--- config.mk ---
export PLATFORM = sky130hd
export DESIGN_NAME = fft_frame_ctrl_flat
export DESIGN_NICKNAME = d
export VERILOG_FILES = /design/src/rtl/fft_frame_ctrl_pkg.sv /design/src/rtl/fft_frame_ctrl_if.sv /design/src/rtl/fft_out_skid.sv /design/src/rtl/fft_frame_ctrl.sv /design/src/flat_wrapper.sv
export SDC_FILE = /design/constraint.sdc
export NUM_CORES = 1
export LEC_CHECK = 0
export BUFFER_PORTS_ARGS = -buffer_cell sky130_fd_sc_hd__buf_2
export CELL_PAD_IN_SITES_DETAIL_PLACEMENT = 0
export CELL_PAD_IN_SITES_GLOBAL_PLACEMENT = 1
export CORE_ASPECT_RATIO = 0.8
export CORE_MARGIN = 3
export CORE_UTILIZATION = 38
export DETAILED_ROUTE_END_ITERATION = 8
export HOLD_SLACK_MARGIN = 0.02
export PLACE_DENSITY = 0.79
export SYNTH_ARGS = -nofsm -noshare
export SYNTH_HDL_FRONTEND = slang
export SYNTH_SLANG_ARGS = --single-unit
export TNS_END_PERCENT = 50
--- constraint.sdc ---
create_clock -name clk -period 4.6 [get_ports clk]
set_input_delay 0.23 -clock clk [delete_from_list [all_inputs] [get_ports clk]]
set_output_delay 0.23 -clock clk [all_outputs]
set_load 0.01 [all_outputs]
--- src/rtl/fft_frame_ctrl_pkg.sv ---
// rtl/fft_frame_ctrl_pkg.sv - shared FSM state encoding and bit-reverse helper for the FFT frame sequencer
package fft_ctrl_pkg;

    localparam logic [2:0] IDLE   = 3'd0;
    localparam logic [2:0] LOAD   = 3'd1;
    localparam logic [2:0] START  = 3'd2;
    localparam logic [2:0] WAIT   = 3'd3;
    localparam logic [2:0] UNLOAD = 3'd4;

    // Reverses the low 'size' bits of v; bits above 'size' come back as zero.
    function automatic logic [31:0] bitrev(input logic [31:0] v, input int size);
        logic [31:0] r;
        r = '0;
        for (int k = 0; k < 32; k++) begin
            if (k < size) r[k] = v[size-1-k];
        end
        return r;
    endfunction

endpackage

--- src/rtl/fft_frame_ctrl_if.sv ---
// rtl/fft_frame_ctrl_if.sv - sample input stream and result output stream of the FFT frame sequencer
interface fft_frame_ctrl_if #(
    parameter int bit_width = 24
);
    logic                 s_valid;
    logic                 s_ready;
    logic [bit_width-1:0] s_re;
    logic [bit_width-1:0] s_im;
    logic                 m_valid;
    logic                 m_ready;
    logic [bit_width-1:0] m_re;
    logic [bit_width-1:0] m_im;

    modport master (
        output s_valid, s_re, s_im, m_ready,
        input  s_ready, m_valid, m_re, m_im
    );

    modport slave (
        input  s_valid, s_re, s_im, m_ready,
        output s_ready, m_valid, m_re, m_im
    );
endinterface

--- src/rtl/fft_out_skid.sv ---
// rtl/fft_out_skid.sv - 2-entry valid/ready result buffer reporting free space
module fft_out_skid #(
    parameter int W = 24
) (
    input  logic         clk,
    input  logic         rst,
    input  logic         in_valid,
    input  logic [W-1:0] in_re,
    input  logic [W-1:0] in_im,
    output logic         out_valid,
    input  logic         out_ready,
    output logic [W-1:0] out_re,
    output logic [W-1:0] out_im,
    output logic [1:0]   space
);
    logic [W-1:0] re_q [2];
    logic [W-1:0] im_q [2];
    logic         wr_ptr;
    logic         rd_ptr;
    logic [1:0]   count;
    logic         pop;

    assign pop       = out_valid && out_ready;
    assign out_valid = (count != 2'd0);
    assign out_re    = re_q[rd_ptr];
    assign out_im    = im_q[rd_ptr];
    assign space     = 2'd2 - count;

    // A push while full is only ever paired with a pop, so the slot being overwritten is the one leaving.
    always_ff @(posedge clk or posedge rst) begin
        if (rst) begin
            for (int i = 0; i < 2; i++) begin
                re_q[i] <= '0;
                im_q[i] <= '0;
            end
            wr_ptr <= 1'b0;
            rd_ptr <= 1'b0;
            count  <= 2'd0;
        end else begin
            if (in_valid) begin
                re_q[wr_ptr] <= in_re;
                im_q[wr_ptr] <= in_im;
                wr_ptr       <= ~wr_ptr;
            end
            if (pop) rd_ptr <= ~rd_ptr;
            count <= count + {1'b0, in_valid} - {1'b0, pop};
        end
    end
endmodule

--- src/rtl/fft_frame_ctrl.sv ---
// rtl/fft_frame_ctrl.sv - FFT frame sequencer: bit-reversed load, start, drain; watchdog under FFT_FRAME_TIMEOUT_EN
module fft_frame_ctrl
    import fft_ctrl_pkg::*;
#(
    parameter int bit_width   = 24,
    parameter int N           = 16,
    parameter int SIZE        = 4,
    parameter int TIMEOUT_CYC = 65535
) (
    input  logic                 clk,
    input  logic                 rst,
    fft_frame_ctrl_if.slave      bus,
    output logic                 fft_load,
    output logic                 fft_start,
    output logic [SIZE-1:0]      fft_addr,
    output logic [bit_width-1:0] fft_re,
    output logic [bit_width-1:0] fft_im,
    output logic                 fft_en_out,
    input  logic                 fft_en_o,
    input  logic                 fft_done,
    input  logic [bit_width-1:0] fft_re_o,
    input  logic [bit_width-1:0] fft_im_o,
    output logic                 busy,
    output logic                 frame_done,
    output logic                 err_timeout
);
    logic [2:0]      state;
    logic [SIZE-1:0] cnt;
    logic [SIZE:0]   issued;
    logic            inflight;
    logic [1:0]      space;
    logic            accept;
    logic            pop;
    logic            push;
    logic            wait_expired;

    assign bus.s_ready = (state == IDLE) || (state == LOAD);
    assign accept      = bus.s_valid && bus.s_ready;
    assign pop         = bus.m_valid && bus.m_ready;
    assign push        = fft_en_o && (state == UNLOAD);
    assign busy        = (state != IDLE);
    assign frame_done  = (state == UNLOAD) && pop && (cnt == SIZE'(N-1));

    // Request another result only if it will find a free slot: occupancy plus the result
    // already in flight, minus the one leaving this cycle, must be at most one.
    assign fft_en_out = (state == UNLOAD) && (issued < (SIZE+1)'(N)) &&
                        (({1'b0, space} + {2'b0, pop}) > {2'b0, inflight});

    fft_out_skid #(.W(bit_width)) u_skid (
        .clk       (clk),
        .rst       (rst),
        .in_valid  (push),
        .in_re     (fft_re_o),
        .in_im     (fft_im_o),
        .out_valid (bus.m_valid),
        .out_ready (bus.m_ready),
        .out_re    (bus.m_re),
        .out_im    (bus.m_im),
        .space     (space)
    );

`ifdef FFT_FRAME_TIMEOUT_EN
    localparam int WCNT_W = $clog2(TIMEOUT_CYC + 1);
    logic [WCNT_W-1:0] wcnt;
    logic              err_q;

    assign wait_expired = (state == WAIT) && !fft_done && (wcnt == WCNT_W'(TIMEOUT_CYC - 1));
    assign err_timeout  = err_q;

    always_ff @(posedge clk or posedge rst) begin
        if (rst) begin
            wcnt  <= '0;
            err_q <= 1'b0;
        end else begin
            wcnt <= (state == WAIT) ? wcnt + 1'b1 : '0;
            if (wait_expired)
                err_q <= 1'b1;
            else if (state == IDLE && accept)
                err_q <= 1'b0;
        end
    end
`else
    assign wait_expired = 1'b0;
    assign err_timeout  = 1'b0;
`endif

    always_ff @(posedge clk or posedge rst) begin
        if (rst) begin
            state     <= IDLE;
            cnt       <= '0;
            issued    <= '0;
            inflight  <= 1'b0;
            fft_load  <= 1'b0;
            fft_start <= 1'b0;
            fft_addr  <= '0;
            fft_re    <= '0;
            fft_im    <= '0;
        end else begin
            fft_load  <= 1'b0;
            fft_start <= 1'b0;
            inflight  <= fft_en_out;
            if (accept) begin
                fft_load <= 1'b1;
                fft_addr <= SIZE'(bitrev(32'(cnt), SIZE));
                fft_re   <= bus.s_re;
                fft_im   <= bus.s_im;
                cnt      <= cnt + 1'b1;
                state    <= (cnt == SIZE'(N-1)) ? START : LOAD;
            end
            case (state)
                START: begin
                    fft_start <= 1'b1;
                    state     <= WAIT;
                end
                WAIT: begin
                    if (fft_done) begin
                        state  <= UNLOAD;
                        cnt    <= '0;
                        issued <= '0;
                    end else if (wait_expired) begin
                        state <= IDLE;
                    end
                end
                UNLOAD: begin
                    if (fft_en_out) issued <= issued + 1'b1;
                    if (pop) begin
                        cnt <= cnt + 1'b1;
                        if (cnt == SIZE'(N-1)) state <= IDLE;
                    end
                end
                default: ;
            endcase
        end
    end
endmodule
--- src/flat_wrapper.sv ---
// flat-port wrapper written by rule: the top's interface ports become plain ports
module fft_frame_ctrl_flat import fft_ctrl_pkg::*;
#(
    parameter int bit_width   = 24,
    parameter int N           = 16,
    parameter int SIZE        = 4,
    parameter int TIMEOUT_CYC = 65535
)
  (clk, rst, fft_load, fft_start, fft_addr, fft_re, fft_im, fft_en_out, fft_en_o, fft_done, fft_re_o, fft_im_o, busy, frame_done, err_timeout, bus_s_valid, bus_s_re, bus_s_im, bus_m_ready, bus_s_ready, bus_m_valid, bus_m_re, bus_m_im);
  fft_frame_ctrl_if #(.bit_width(bit_width)) bus_i ();
  input  logic clk;
  input  logic rst;
  output logic fft_load;
  output logic fft_start;
  output logic [SIZE-1:0] fft_addr;
  output logic [bit_width-1:0] fft_re;
  output logic [bit_width-1:0] fft_im;
  output logic fft_en_out;
  input  logic fft_en_o;
  input  logic fft_done;
  input  logic [bit_width-1:0] fft_re_o;
  input  logic [bit_width-1:0] fft_im_o;
  output logic busy;
  output logic frame_done;
  output logic err_timeout;
  input wire logic [$bits(bus_i.s_valid)-1:0] bus_s_valid;
  input wire logic [$bits(bus_i.s_re)-1:0] bus_s_re;
  input wire logic [$bits(bus_i.s_im)-1:0] bus_s_im;
  input wire logic [$bits(bus_i.m_ready)-1:0] bus_m_ready;
  output wire logic [$bits(bus_i.s_ready)-1:0] bus_s_ready;
  output wire logic [$bits(bus_i.m_valid)-1:0] bus_m_valid;
  output wire logic [$bits(bus_i.m_re)-1:0] bus_m_re;
  output wire logic [$bits(bus_i.m_im)-1:0] bus_m_im;
  assign bus_i.s_valid = bus_s_valid;
  assign bus_i.s_re = bus_s_re;
  assign bus_i.s_im = bus_s_im;
  assign bus_i.m_ready = bus_m_ready;
  assign bus_s_ready = bus_i.s_ready;
  assign bus_m_valid = bus_i.m_valid;
  assign bus_m_re = bus_i.m_re;
  assign bus_m_im = bus_i.m_im;
  fft_frame_ctrl #(.bit_width(bit_width), .N(N), .SIZE(SIZE), .TIMEOUT_CYC(TIMEOUT_CYC)) u_core (.clk(clk), .rst(rst), .bus(bus_i), .fft_load(fft_load), .fft_start(fft_start), .fft_addr(fft_addr), .fft_re(fft_re), .fft_im(fft_im), .fft_en_out(fft_en_out), .fft_en_o(fft_en_o), .fft_done(fft_done), .fft_re_o(fft_re_o), .fft_im_o(fft_im_o), .busy(busy), .frame_done(frame_done), .err_timeout(err_timeout));
endmodule
Word-level counts from Yosys, hierarchy flattened. Cells that the tools add are included.

Register bits after elaboration: 167. Input port bits: 102. Logic and storage cells: 77.

Order comparisons: 5. Add/subtract/negate cells: 6. Mux-type cells: 25. Equal/unequal tests: 7. Bitwise logic cells: 4. Reductions and logical operators: 14.

Operator list (number): 2-to-1 mux 24 bit (7); bitwise mux 48 bit (2); demux 24 bit (select 1 bit) (1); 2-to-1 mux 3 bit (4); 2-to-1 mux 4 bit (3); 2-to-1 mux 5 bit (2); case mux 5 bit (2 select lines) (1); case mux 3 bit (3 select lines) (1); logical AND 1 bit (8); case mux 4 bit (2 select lines) (1); == test 3 x 2 -> 1 bit, second input constant (2); adder 5 x 1 -> 5 bit, second input constant (1); less-than comparator 5 bit, second input constant (1); adder 4 x 1 -> 4 bit, second input constant (1); == test 4 bit, second input constant (1); >= comparator 2 bit, second input constant (2); NOT 1 -> 2 bit (2); nonzero test 2 bit (2); adder 2 x 1 -> 3 bit (1); == test 3 x 1 -> 1 bit, second input constant (1); == test 3 bit, second input constant (1); greater-than comparator 3 x 1 -> 1 bit (1); logical NOT 3 bit (1); AND reduction 3 bit (1); other kinds (11) (13).

Longest topological paths before layout. Gate-level depths: netlist (run 1).

Depth after elaboration: 7. Depth in mapped cells: 11.

Modules after synthesis. From an unflattened synthesis (run 1), not the netlist that was laid out.

Cells, all modules: 469. Area total of the unflattened synthesis: 7125.6 µm².

Modules (own cells, without submodules): fft_out_skid (area an instance 4394.2 µm², times used 1, cells each 276); fft_frame_ctrl (area an instance 2731.4 µm², times used 1, cells each 193).

Worst setup path before layout (run 1). OpenSTA, ideal clock, no wires.

Path type: flip-flop to flip-flop. Start: register u_core.u_skid.count[0]. End: register u_core.issued[4]. Arrival time: 2.083 ns. Path buffers: 2. Path slack: 2.395 ns. Stages on the path, launching flop included: 12. Path through: dfrtp_1 -> inv_1 -> ha_1 -> nor2b_1 -> clkbuf_1 -> xnor2_1 -> ha_1 -> inv_1 -> o311a_1 -> buf_2 -> a41oi_1 -> nor2_1.

Cells in the longest elaborated chain, start to end: 7.

Ends and longest elaborated chain: from (decl) (RTL line fft_out_skid.sv:20) `logic [1:0] count;`; from (signal assigned) (RTL line fft_out_skid.sv:46) `count <= count + {1'b0, in_valid} - {1'b0, pop};`; branches (longest 2 deep; another with subtractor 2 bit); adder 2 x 1 -> 3 bit * (RTL line fft_frame_ctrl.sv:47) `(({1'b0, space} + {2'b0, pop}) > {2'b0, inflight});`; greater-than comparator 3 x 1 -> 1 bit * (RTL line fft_frame_ctrl.sv:47); logical AND 1 bit * (RTL line fft_frame_ctrl.sv:46) `assign fft_en_out = (state == UNLOAD) && (issued < (SIZE+1)'(N)) &&`; net fft_en_out (RTL line flat_wrapper.sv:18) `output logic fft_en_out;`; inequality test 2 x 1 -> 1 bit (no source line) *; AND reduction 3 bit (no source line) *; to (signal assigned) (RTL line fft_frame_ctrl.sv:125) `if (fft_en_out) issued <= issued + 1'b1;`; to (decl) (RTL line fft_frame_ctrl.sv:29) `logic [SIZE:0] issued;`.

Mark *: on every way through the listed nets, which the timed path passes. A chain may end at the register's enable or synchronous reset.

Worst setup path in the final report (run 1).
Start: register u_core.u_skid.count[0]. End: output port fft_en_out.

Cells in the longest elaborated chain, start to end: 5.

Ends and longest elaborated chain (RTL line): branches (longest 2 deep; another with subtractor 2 bit); adder 2 x 1 -> 3 bit * (fft_frame_ctrl.sv:47); greater-than comparator 3 x 1 -> 1 bit * (fft_frame_ctrl.sv:47); logical AND 1 bit * (fft_frame_ctrl.sv:46); to (decl) (flat_wrapper.sv:18).

Every way passes the cells marked *.

==> flow_summary.json, run 1 <==
{
  "critical_path.cell_chain": "inv_1 -> ha_1 -> nor2b_1 -> xnor2_1 -> ha_1 -> inv_1 -> o311a_1 -> buf_2",
  "pwr_density_cell_mw_per_mm2": 670,
  "cts_post_setup_buffers_inserted": 0,
  "post_synth_instance_area_sq_mm": 0.00723,
  "tightestPinTransition_ns": 1.22,
  "synthesis.area_per_instance_sq_um": 15.6,
  "clkLatencyLatePin_ns": 0.42,
  "synthToLayoutAreaGrowth_pct": 28.4,
  "worst_clock_skew_ns": 0.0123,
  "vias_in_the_first_global_route": 4988,
  "reg2reg_to": "u_core.u_skid.re_q[34]",
  "period_share_pct": 63.0,
  "cts-buffers-inserted": 17,
  "synthesized_nets": 572,
  "cpPeakStageDelay_ns": 0.48,
  "timing.max_slew.rel_slack_pct": 18.7,
  "edff_count_synth": 0,
  "avgViaCountPerCell": 4.67,
  "timing.fmax_mhz": 345,
  "clock_tree_from_tritoncts": "done",
  "grt_max_degree": 168,
  "muxShareOfSynthArea_pct": 33.4,
  "timing.critical_path.slowest_stage_cell": "sky130_fd_sc_hd__nor2b_1",
  "holdCritStartpoint": "bus_s_im[6]",
  "critical_path.startpoint_type": "register",
  "worst_r2r_startpoint": "u_core.state[2]",
  "endpoint_kind": "output port",
  "postSynthRegisterBits": 167,
  "chipWidth_um": 160,
  "rr_worst_depth": 5,
  "worst_ep_arrival_time_ns": 2.67,
  "minimum_hold_slack_ns": 0.0480,
  "grt_setup_unrepaired": "no",
  "status": "finished, final reports clean",
  "cap_viol_max_count": 0,
  "total_of_buffers_placed_on_input_and_output_ports": 208,
  "detail_route.first_pass.iterations": 4,
  "worst_hold_path.endpoint": "u_core.fft_im[6]",
  "hpwlAfterDp_mm": 10.8,
  "layout.nets": 801,
  "dpl-instance-area_sq_mm": 0.00846,
  "ys_seq_area_share_pct": 57.8,
  "insertedDiodeCount": 0,
  "final.fill_count": 1597,
  "synth_cells": 463,
  "power_leakage_uw": 0.00478,
  "yosysUniqueCellTypes": 38,
  "die_h_um": 129,
  "yosys_most_used_dff": "sky130_fd_sc_hd__dfrtp_1",
  "holdPathStages": 2,
  "synth-async-reset-ratio_pct": 100,
  "clk_transition_reported_paths_ns": 0.06,
  "1st_iter_drt_viols": 182,
  "timing.critical_path.buf_inv": 3,
  "timing.final.hold_violations": 0,
  "finalSetupTns_ns": 0,
  "family_with_the_most_delay_on_the_worst_path": "adder cells",
  "synth_xor_xnor_area_share_pct": 0.727,
  "worst-r2r-setup-slack_ns": 1.86,
  "cts_root_buf": "sky130_fd_sc_hd__clkbuf_16",
  "setup_viol_count_final": 0,
  "layout.cell_area.non_filler_sq_mm": 0.00929,
  "global_route.usage.total_pct": 15.7,
  "tritoncts_num_sinks": 167,
  "initial_standard_cell_utilization_of_the_core_pct": 39.3,
  "combinational_family_with_the_most_area_after_synthesis": "multiplexers",
  "ant_nets": 0,
  "synth-adder-area-share_pct": 1.21,
  "clock_tree.htree_level_count": 4,
  "holdCritPathClass": "primary input to register",
  "final_weighted_congestion_of_routability_driven_global_placement": 0.729,
  "routedWlPerCell_um": 16.5,
  "floorplan.io_pins": 210,
  "synth-compound-area-share_pct": 0.761,
  "crit_required_ns": 4.37,
  "total_power_uw": 6220,
  "crit_fanout": 8,
  "row_count": 44,
  "cts-root-to-sink-buffers": 2,
  "core-area_sq_mm": 0.0184,
  "timing.final.max_slew_violations": 0,
  "yosysWarningCount": 0,
  "route.detailed.drc": 0,
  "num_vias": 4474,
  "post_synth_and_or_nand_nor_area_fraction_pct": 3.20,
  "criticalPathCategory": "register to output port",
  "antenna_found_initial": 0,
  "routed_wl_mm": 15.8,
  "first_pass_grt_wire_length_mm": 26.0,
  "drive_gt1_share_pct": 63.5,
  "die_area_sq_mm": 0.0207,
  "peakVddDrop_uv": 304,
  "grt_overflow": 0,
  "final.min_clock_period_ns": 2.90
}
==> timing repair <==
| action | 4_1_cts | 5_1_grt |
|---|---|---|
| hold buffers | 21 | 1 |
| hold endpoints to repair | 21 | 1 |
| resized for setup | 0 | 0 |
==> final cells by class <==
class                   count  area, sq um  share of cell area (%)
well taps                 253          317                    3.41
clock buffers              18          439                    4.73
repair buffers            234         1300                    14.0
inverters                   8         33.8                   0.364
multi-input cells         264         2850                    30.7
flip-flops and latches    167         4180                    45.0
clock inverters            14          163                    1.75
==> cells in the mapped netlist, drive strengths merged, types with 3 or more instances <==
cell type	instances	share of area (%)
mux2	196	33
dfrtp	167	58
buf	22	2.3
nand2	15	0.81
inv	8	0.42
ha	7	1.2
mux2i	6	0.83
nor2	5	0.36
a21oi	4	0.28
xnor2	4	0.48
and3	3	0.26
nand3b	3	0.31
==> metal layers <==
metal / GRT usage (%) / part of all wire (%) / wire [um] / vias up
met4: 5.05 / 1.2 / 197 / 0
met3: 4.25 / 4.6 / 721 / 15
met1: 19.5 / 43 / 6840 / 2251
met5: 0 / 0 / 0 / -
li1: - / - / - / 2095
met2: 26.8 / 51 / 8040 / 113
==> power breakdown <==
group | total, uW | switching, uW | internal (uW)
registers | 2480 | 371 | 2110
clock network | 1450 | 617 | 831
logic | 2290 | 1000 | 1290
==> sequential cells by signal, indices dropped and copies added (netlist names) <==
register and flops:
u_core.issued 5, u_core.u_skid.wr_ptr 1, u_core.state 3, u_core.fft_addr 4, u_core.u_skid.re_q 48, u_core.u_skid.count 2
u_core.u_skid.im_q 48, u_core.cnt 4, u_core.fft_start 1, u_core.fft_im 24, u_core.inflight 1, u_core.fft_re 24
u_core.fft_load 1, u_core.u_skid.rd_ptr 1
==> cells in the final DEF, fill, tap and decap left out, types with 2 or more instances in the layout <==
master                          count
sky130_fd_sc_hd__buf_2            208
sky130_fd_sc_hd__dfrtp_1          166
sky130_fd_sc_hd__mux2_2           156
sky130_fd_sc_hd__mux2_4            40
sky130_fd_sc_hd__dlygate4sd3_1     22
sky130_fd_sc_hd__clkbuf_16         17
sky130_fd_sc_hd__nand2_1           14
sky130_fd_sc_hd__inv_1              7
sky130_fd_sc_hd__ha_1               7
sky130_fd_sc_hd__mux2i_1            6
sky130_fd_sc_hd__nor2_1             4
sky130_fd_sc_hd__a21oi_1            4
sky130_fd_sc_hd__xnor2_1            4
sky130_fd_sc_hd__inv_6              4
sky130_fd_sc_hd__nand3b_1           3
sky130_fd_sc_hd__and3_1             3
sky130_fd_sc_hd__clkinvlp_4         3
sky130_fd_sc_hd__inv_8              3
sky130_fd_sc_hd__buf_4              3
sky130_fd_sc_hd__nand4_1            2
sky130_fd_sc_hd__nor2b_1            2
sky130_fd_sc_hd__xor2_1             2
sky130_fd_sc_hd__nor3_1             2
sky130_fd_sc_hd__clkinv_2           2
sky130_fd_sc_hd__bufinv_16          2
==> through the flow <==
step                      utilization, %  setup slack (ns)  instances
after detailed placement            46.0              1.85        904
after global placement              46.0              1.93        904
after floorplan                        -              2.24        463
after global routing                50.5              1.48        958
final                               50.5              1.70        958
after CTS                           50.4              1.65        957
==> kinds of logic after synthesis <==
family,after synthesis
muxes,202
DFF,167
and+or+nand+nor,40
buffers and inverters,32
AOI/OAI and AO/OA,8
adders and majority gates,7
xor gates and xnor gates,6
other,1
==> worst reg2reg max path, cell delays in order, from the launching register on <==
cell                      delay, ns
sky130_fd_sc_hd__dfrtp_1       0.49
sky130_fd_sc_hd__nor3b_4       0.33
sky130_fd_sc_hd__nand2_2       0.16
sky130_fd_sc_hd__nor2_4        0.83
sky130_fd_sc_hd__buf_4         0.48
sky130_fd_sc_hd__mux2_4        0.34
==> how the worst max path moves through the flow <==
| stage | from | end | slack, ns | depth (start not counted) |
|---|---|---|---|---|
| after floorplan | rst | u_core.cnt[0] | 2.24 | 1 |
| after global placement | u_core.state[0] | u_core.u_skid.im_q[27] | 1.93 | 5 |
| after detailed placement | u_core.state[2] | u_core.u_skid.re_q[39] | 1.85 | 5 |
| after CTS | u_core.u_skid.count[0] | fft_en_out | 1.65 | 8 |
| after global routing | u_core.u_skid.count[0] | fft_en_out | 1.48 | 8 |
| final | u_core.u_skid.count[0] | fft_en_out | 1.70 | 8 |
Note: power is estimated with default switching activity, not from simulation.
==> run 2: changes to the inputs <==
clock period = 2.4 ns   (was 4.6 ns; I/O delays follow)
==> flow_summary.json, run 2 (synthesized netlist as in run 1, its figures left out) <==
{
  "timing.final.hold_violations": 0,
  "critical_path.cell_chain": "inv_1 -> ha_2 -> nor2b_4 -> xnor2_1 -> ha_1 -> inv_1 -> o311a_4 -> buf_2",
  "period_share_pct": 94.4,
  "hpwlAfterDp_mm": 11.1,
  "tritoncts_num_sinks": 167,
  "crit_fanout": 8,
  "synthToLayoutAreaGrowth_pct": 41.3,
  "core-area_sq_mm": 0.0184,
  "num_vias": 4868,
  "holdCritPathClass": "primary input to register",
  "grt_max_degree": 95,
  "antenna_found_initial": 0,
  "1st_iter_drt_viols": 158,
  "vias_in_the_first_global_route": 5487,
  "cpPeakStageDelay_ns": 0.38,
  "cp_common_cell": "sky130_fd_sc_hd__inv_1",
  "die_h_um": 129,
  "timing.final.max_slew_violations": 0,
  "floorplan.io_pins": 210,
  "routedWlPerCell_um": 16.3,
  "timing.fmax_mhz": 442,
  "worst_clock_skew_ns": 0.0125,
  "initial_standard_cell_utilization_of_the_core_pct": 39.3,
  "die_area_sq_mm": 0.0207,
  "global_route.usage.total_pct": 16.9,
  "total_of_buffers_placed_on_input_and_output_ports": 208,
  "endpoint_kind": "output port",
  "groute.layer.met1.usage_pct": 20.5,
  "most-common-layout-cells": "sky130_fd_sc_hd__buf_2, sky130_fd_sc_hd__dfrtp_1, sky130_fd_sc_hd__mux2_2, sky130_fd_sc_hd__dlygate4sd3_1, sky130_fd_sc_hd__mux2_4",
  "worst_ep_arrival_time_ns": 2.14,
  "cts-root-to-sink-buffers": 2,
  "clkLatencyLatePin_ns": 0.42,
  "criticalPathCategory": "register to output port",
  "avgViaCountPerCell": 4.68,
  "clock_tree_from_tritoncts": "done",
  "grt_util_met2_pct": 30.2,
  "clk_transition_reported_paths_ns": 0.06,
  "final_common_cell": "sky130_fd_sc_hd__buf_2",
  "final_weighted_congestion_of_routability_driven_global_placement": 0.727,
  "clock_tree.htree_level_count": 4,
  "status": "finished, final reports clean",
  "drive_gt1_share_pct": 58.1,
  "cap_viol_max_count": 0,
  "final.min_clock_period_ns": 2.26,
  "insertedDiodeCount": 0,
  "peakVddDrop_uv": 490,
  "timing.max_slew.rel_slack_pct": 65.1,
  "cts_root_buf": "sky130_fd_sc_hd__clkbuf_16",
  "power_leakage_uw": 0.00517,
  "grt_setup_unrepaired": "no",
  "cts-buffers-inserted": 17,
  "crit_required_ns": 2.28,
  "critical_path.startpoint_type": "register",
  "use_met3_pct": 3.93,
  "tightestPinTransition_ns": 0.523,
  "grt_overflow": 0,
  "ant_nets": 0,
  "timing.critical_path.slowest_stage_cell": "sky130_fd_sc_hd__o311a_4",
  "detail_route.first_pass.iterations": 4,
  "grt.busiest_layer": "met2",
  "row_count": 44,
  "routed_wl_mm": 17.0,
  "first_pass_grt_wire_length_mm": 28.1,
  "top_regs": "u_core.u_skid.im_q (48), u_core.u_skid.re_q (48)",
  "route.detailed.drc": 0,
  "pwr_density_cell_mw_per_mm2": 1210,
  "layout.nets": 884,
  "setup_viol_count_final": 0,
  "finalSetupTns_ns": 0,
  "minimum_hold_slack_ns": 0.0685,
  "chipWidth_um": 160
}
==> run 2: report_power, final <==
group          leakage, uW  switching [uW]  total (uW)  internal [uW]
Combinational      0.00272            1990        4650           2660
Clock             0.000303            1170        2940           1770
Sequential         0.00214             743        4790           4050
Total              0.00517            3910       12400           8470
==> run 2: layout make-up <==
| class | instances | area, sq um |
|---|---|---|
| timing repair buffer | 317 | 2180 |
| clock buffer | 17 | 425 |
| multi-input combinational | 264 | 2870 |
| fill | 1495 | 8170 |
| sequential | 167 | 4180 |
| tap | 253 | 317 |
| clock inverter | 15 | 211 |
| inverter | 8 | 33.8 |
==> run 2: critical path, delay by kind of cell, from the launching register on <==
kind,cells,cell delay [ns]
AOI/OAI and AO/OA,1,0.38
adders and majority gates,2,0.49
and+or+nand+nor,1,0.16
buffers and inverters,3,0.24
DFF,1,0.37
xor gates and xnor gates,1,0.08
==> run 2: stage by stage <==
step / instance area (sq um) / instances / worst slack (ns) / total power (uW) / utilization [%]
final: 10200 / 1041 / 0.135 / 12400 / 55.6
after CTS: 10200 / 1040 / 0.0460 / 12500 / 55.5
after floorplan: 7240 / 463 / 0.153 / 7680 / -
after global routing: 10200 / 1041 / 0.0200 / 13200 / 55.6
after global placement: 8560 / 909 / 0.290 / 9110 / 46.6
after detailed placement: 8560 / 909 / 0.184 / 9330 / 46.6
==> run 2: what timing repair did <==
action | CTS | global route
gates resized for setup | 2 | 2
buffers inserted | 1 | 1
endpoints found under the hold margin | 312 | 0
endpoints found under the setup margin | 1 | 1
hold buffers | 98 | 0
==> run 2: layer usage <==
layer | vias up | wire (um) | share of wire, %
met5 | - | 0 | 0
li1 | 2263 | - | -
met4 | 0 | 267 | 1.6
met1 | 2463 | 7290 | 43
met2 | 121 | 8820 | 52
met3 | 21 | 640 | 3.8
==> run 2: final timing paths <==
kind | startpoint | end | slack [ns] | cells past startpoint
setup / recovery | u_core.u_skid.count[1] | fft_en_out | 0.14 | 8
hold / removal | fft_en_o | u_core.u_skid.wr_ptr | 0.07 | 3
setup reg to reg | u_core.state[0] | u_core.u_skid.im_q[10] | 0.44 | 4
hold reg to reg | u_core.issued[3] | u_core.issued[3] | 0.50 | 1
max in group asynchronous | rst | u_core.u_skid.rd_ptr | 1.52 | 4
min in group asynchronous | rst | u_core.fft_im[11] | 0.38 | 4
